## config.mk

```make
export PLATFORM = sky130hd
export DESIGN_NAME = lift_req_sched
export DESIGN_NICKNAME = d
export VERILOG_FILES = /design/src/rtl/lift_req_sched.sv
export SDC_FILE = /design/constraint.sdc
export NUM_CORES = 1
export LEC_CHECK = 0
export ABC_AREA = 1
export CAP_MARGIN = 15
export CELL_PAD_IN_SITES_DETAIL_PLACEMENT = 1
export CELL_PAD_IN_SITES_GLOBAL_PLACEMENT = 2
export CORE_ASPECT_RATIO = 0.75
export CORE_UTILIZATION = 29
export DETAILED_ROUTE_END_ITERATION = 8
export PLACE_DENSITY = 0.83
export SYNTH_ARGS = -nofsm -noshare
export SYNTH_HDL_FRONTEND = slang
export SYNTH_SLANG_ARGS = --single-unit
```

## constraint.sdc

```tcl
create_clock -name clk -period 4.2 [get_ports clk]
set_clock_uncertainty 0.1 [all_clocks]
set_input_delay 0.42 -clock clk [delete_from_list [all_inputs] [get_ports clk]]
set_output_delay 0.42 -clock clk [all_outputs]
set_load 0.005 [all_outputs]
```

## src/rtl/lift_req_sched.sv

```systemverilog
// Lift call scheduler. Calls collect in a pending bitmap. Targets are chosen
// with a SCAN sweep and drive the lift controller's req_floor input.
module lift_req_sched #(
    parameter int NUM_FLOORS = 16,
    parameter int DWELL      = 3
) (
    input  logic                  clk,
    input  logic                  reset,
    input  logic                  call_valid,
    input  logic [6:0]            call_floor,
    input  logic [6:0]            cur_floor,
    input  logic                  stop,
    output logic [6:0]            req_floor,
    output logic [NUM_FLOORS-1:0] pending,
    output logic                  dir_up,
    output logic                  idle,
    output logic                  arrived,
    output logic                  call_accept,
    output logic                  call_reject
);

    localparam int CW = $clog2(DWELL + 1);

    typedef enum logic [1:0] {S_IDLE, S_MOVE, S_DWELL} state_t;

    state_t                  state_q;
    logic [6:0]              req_floor_q;
    logic [NUM_FLOORS-1:0]   pending_q;
    logic                    dir_up_q;
    logic                    arrived_q;
    logic                    call_accept_q;
    logic                    call_reject_q;
    logic [CW-1:0]           dwell_q;

    logic                    call_legal;
    logic                    reopen;
    logic [NUM_FLOORS-1:0]   set_vec;
    logic [NUM_FLOORS-1:0]   cur_oh;
    logic [NUM_FLOORS-1:0]   req_oh;
    logic [NUM_FLOORS-1:0]   above;
    logic [NUM_FLOORS-1:0]   below;
    logic [NUM_FLOORS-1:0]   pending_d;
    logic                    cur_pending;
    logic                    up_found;
    logic                    dn_found;
    logic [6:0]              up_floor;
    logic [6:0]              dn_floor;
    logic [6:0]              sel_floor_d;
    logic                    sel_dir_d;

    assign call_legal = call_valid && ({1'b0, call_floor} < 8'(NUM_FLOORS));
    // A call to the floor whose doors are open reopens them instead of queueing.
    assign reopen     = call_legal && (state_q == S_DWELL) && (call_floor == cur_floor);

    for (genvar gi = 0; gi < NUM_FLOORS; gi++) begin : g_floor
        assign set_vec[gi] = call_legal && !reopen && (call_floor == 7'(gi));
        assign cur_oh[gi]  = (cur_floor == 7'(gi));
        assign req_oh[gi]  = (req_floor_q == 7'(gi));
        assign above[gi]   = pending_q[gi] && (7'(gi) > cur_floor);
        assign below[gi]   = pending_q[gi] && (7'(gi) < cur_floor);
    end

    assign pending_d   = pending_q | set_vec;
    assign cur_pending = |(pending_q & cur_oh);

    // Nearest pending floor above and below the cab.
    always_comb begin
        up_found = 1'b0;
        up_floor = 7'd0;
        for (int f = NUM_FLOORS - 1; f >= 0; f--) begin
            if (above[f]) begin
                up_found = 1'b1;
                up_floor = 7'(f);
            end
        end
        dn_found = 1'b0;
        dn_floor = 7'd0;
        for (int f = 0; f < NUM_FLOORS; f++) begin
            if (below[f]) begin
                dn_found = 1'b1;
                dn_floor = 7'(f);
            end
        end
    end

    always_comb begin
        sel_floor_d = cur_floor;
        sel_dir_d   = dir_up_q;
        if (dir_up_q) begin
            if (up_found) begin
                sel_floor_d = up_floor;
            end else if (dn_found) begin
                sel_floor_d = dn_floor;
                sel_dir_d   = 1'b0;
            end
        end else begin
            if (dn_found) begin
                sel_floor_d = dn_floor;
            end else if (up_found) begin
                sel_floor_d = up_floor;
                sel_dir_d   = 1'b1;
            end
        end
    end

    always_ff @(posedge clk) begin
        if (reset) begin
            state_q       <= S_IDLE;
            req_floor_q   <= 7'd0;
            pending_q     <= '0;
            dir_up_q      <= 1'b1;
            arrived_q     <= 1'b0;
            call_accept_q <= 1'b0;
            call_reject_q <= 1'b0;
            dwell_q       <= '0;
        end else begin
            call_accept_q <= call_legal;
            call_reject_q <= call_valid && !call_legal;
            arrived_q     <= 1'b0;
            pending_q     <= pending_d;
            case (state_q)
                S_IDLE: begin
                    if (cur_pending && stop) begin
                        pending_q <= pending_d & ~cur_oh;
                        arrived_q <= 1'b1;
                        dwell_q   <= CW'(DWELL);
                        state_q   <= S_DWELL;
                    end else if (|pending_q) begin
                        req_floor_q <= sel_floor_d;
                        dir_up_q    <= sel_dir_d;
                        state_q     <= S_MOVE;
                    end
                end
                S_MOVE: begin
                    // Clearing after the set lets an arrival swallow a same-floor call.
                    if ((cur_floor == req_floor_q) && stop) begin
                        pending_q <= pending_d & ~req_oh;
                        arrived_q <= 1'b1;
                        dwell_q   <= CW'(DWELL);
                        state_q   <= S_DWELL;
                    end else if ((req_floor_q > cur_floor) && up_found && (up_floor < req_floor_q)) begin
                        req_floor_q <= up_floor;
                    end else if ((req_floor_q < cur_floor) && dn_found && (dn_floor > req_floor_q)) begin
                        req_floor_q <= dn_floor;
                    end
                end
                S_DWELL: begin
                    if (reopen) begin
                        dwell_q <= CW'(DWELL);
                    end else if (dwell_q <= CW'(1)) begin
                        dwell_q <= '0;
                        if (|pending_q) begin
                            req_floor_q <= sel_floor_d;
                            dir_up_q    <= sel_dir_d;
                            state_q     <= S_MOVE;
                        end else begin
                            req_floor_q <= cur_floor;
                            state_q     <= S_IDLE;
                        end
                    end else begin
                        dwell_q <= dwell_q - CW'(1);
                    end
                end
                default: state_q <= S_IDLE;
            endcase
        end
    end

    assign req_floor   = req_floor_q;
    assign pending     = pending_q;
    assign dir_up      = dir_up_q;
    assign idle        = (state_q == S_IDLE);
    assign arrived     = arrived_q;
    assign call_accept = call_accept_q;
    assign call_reject = call_reject_q;

endmodule
```

==> impl_metrics.json <==
{
  "min-delay-path-class": "reg -> reg",
  "grt_pass1_wl_microns": 23200,
  "hold-path-cell-count": 2,
  "cap_violations": 0,
  "postSynthCellCount": 563,
  "drive_gt1_frac": 0.110,
  "slew_headroom": 0.262,
  "status": "finished, final reports clean",
  "place_congestion": 0.902,
  "cpMostUsedCell": "nand2_1",
  "crit_path_start": "cur_floor[4]",
  "async_reset_ff_frac": 0,
  "start_kind": "input pin",
  "met2_usage": 0.387,
  "top_usage_layer": "met1",
  "vias": 4154,
  "io_buffers": 45,
  "synthDominantCellAreaShare": 0.184,
  "rr_worst_depth": 18,
  "cp_slowest_cell": "clkdlybuf4s50_1",
  "drtIter0Drc": 343,
  "clk_latency_ns": 0.28,
  "finalNonFillerCells": 756,
  "layout_min_cycle_time_ns": 3.90,
  "ios": 46,
  "ctsResizeCount": 0,
  "die_height_microns": 95.4,
  "syn_area_sq_um": 3370,
  "grt_max_degree": 26,
  "cts_tree": "yes",
  "finalMaxSlewViolations": 0,
  "nNetsFinal": 651,
  "post-route-util": 0.375,
  "yosys.area.top_type": "dfxtp_1",
  "synth-seq-area-share": 0.184,
  "synth-edff-count": 0,
  "final_hold_viol_count": 0,
  "globalRouteTotalUtil": 0.257,
  "cp_max_fo": 10,
  "ctsHoldBuffers": 0,
  "ys_warn_count": 0,
  "grt_remaining_overflow": 0,
  "area_growth_pct": 23.4,
  "most-common-layout-cells": "151 x nand2_1, 72 x inv_1, 57 x nor2_1",
  "cp-end-kind": "register",
  "path_clk_slew_ns": 0.05,
  "seq_area_sq_um": 621,
  "synth_nets": 599,
  "hold_start": "dwell_q[0]",
  "syn_area_per_cell_sq_um": 5.99,
  "dp.final_hpwl_microns": 12300,
  "use_met1": 0.389,
  "avgViaCountPerCell": 5.49,
  "cts_sinks": 31,
  "ys_types": 43,
  "drc_errors": 0,
  "critical_path_required_ns": 4.22,
  "grt_setup_unrepaired": "no",
  "antenna_found_initial": 0,
  "finalCritPeriodShare": 0.928,
  "layout_commonest_cell": "nand2_1",
  "grtUsageMet3": 0.0264,
  "fin_setup_tns_ns": 0,
  "cts_root_buffer": "clkbuf_16",
  "path_class": "in -> reg",
  "yosys-top-cells-area": "dfxtp_1 18%, nand2_1 17%, inv_1 8.0%, ha_1 6.7%, nor2_1 6.5%",
  "worstPathArrival_ns": 3.92,
  "multi_input_area_sq_um": 2360,
  "tightest_slew_ns": 1.10,
  "grt_pass1_vias": 4059,
  "r2r-start": "pending[4]",
  "dr.pass1.iters": 4,
  "rows": 33,
  "cts_buffers": 5,
  "wl_microns": 14900,
  "setup-violations-final": 0,
  "p_leak_uw": 0.00188,
  "ant_nets": 0,
  "max_stage_delay_ns": 0.53,
  "dp_cells": 748,
  "die_w_microns": 127,
  "postCtsSetupRepairBufs": 0,
  "start_util": 0.304,
  "h-tree-depth": 2,
  "ys.flop_type": "dfxtp_1",
  "diodes": 0,
  "power_density_nw_per_um2": 397,
  "fp.dieArea_sq_um": 12100,
  "n_fill_cell": 1498,
  "ir_drop_mv": 0.295,
  "cts.path.max_buffers": 2,
  "routedWlPerCell_microns": 19.8,
  "coreArea_sq_um": 11100,
  "fmax_mhz": 256,
  "synth-seq-cells": 31
}
[synthesized netlist by cell type, types with 2 or more instances]
master,count
nand3_2,2
o211ai_1,4
nand2_2,6
nor2_8,2
buf_4,3
a311oi_1,14
nor3_2,3
xnor2_1,5
o21ai_0,21
nor3_1,19
dfxtp_1,31
nor4_1,4
nor2_1,58
a221oi_1,2
nand4_1,7
clkbuf_1,7
inv_6,2
ha_1,18
o22ai_1,3
a211oi_1,8
nand2_1,151
o21ai_1,4
nand3_1,33
or2_2,3
nand2_4,4
inv_1,72
nor2_2,11
a21oi_1,34
a31oi_1,8
inv_2,11
[per-stage QoR]
stage / total power, uW / hold WS [ns] / setup WS, ns / cell area (sq um)
after detailed placement: 1280 / 0.387 / 0.0209 / 4020
after global routing: 1760 / 0.429 / 0.00730 / 4160
final: 1650 / 0.394 / 0.301 / 4160
after global placement: 1250 / 0.371 / 0.190 / 4020
after floorplan: 952 / 0.354 / 1.15 / 3370
after CTS: 1640 / 0.396 / 0.287 / 4160
[power breakdown]
part | total [uW] | internal [uW] | switching (uW)
combinational | 898 | 298 | 599
sequential | 394 | 330 | 64.3
clock | 358 | 219 | 139
total | 1650 | 847 | 803
[registers in the layout, summed over array words and instances, names as in the netlist]
name / count
pending: 16
req_floor: 7
dwell_q: 2
state_q: 2
arrived: 1
call_accept: 1
call_reject: 1
dir_up: 1
[worst max-delay path, delay by kind of cell]
kind | cells | cell delay (ns)
buf+inv | 4 | 0.86
fa+ha+maj | 1 | 0.30
compound gates | 4 | 0.64
simple gates | 20 | 1.66
[path summary, 6_finish.rpt]
check / end / slack, ns
setup reg to reg: req_floor[6] / 1.11
hold / removal: dwell_q[0] / 0.39
setup / recovery: req_floor[6] / 0.30
hold reg to reg: dwell_q[0] / 0.39
[final cells by class]
type                       instances  area share
inverter                          86      0.0803
sequential                        31       0.149
timing repair buffer              56       0.128
tap                              140      0.0421
clock inverter                     1     0.00120
multi-input combinational        435       0.567
clock buffer                       7      0.0319
[metal layers]
| metal | wire [microns] | vias up |
|---|---|---|
| met5 | 0 | - |
| met2 | 6030 | 138 |
| li1 | - | 1973 |
| met3 | 893 | 15 |
| met4 | 180 | 0 |
| met1 | 7830 | 2028 |
[logic make-up after synthesis]
family | Yosys count | synth area share
compound gates | 101 | 0.184
xor+xnor | 6 | 0.0156
fa+ha+maj | 18 | 0.0668
buf+inv | 97 | 0.117
flops | 31 | 0.184
simple gates | 310 | 0.433
No activity file was read; power rests on OpenSTA's default activity.
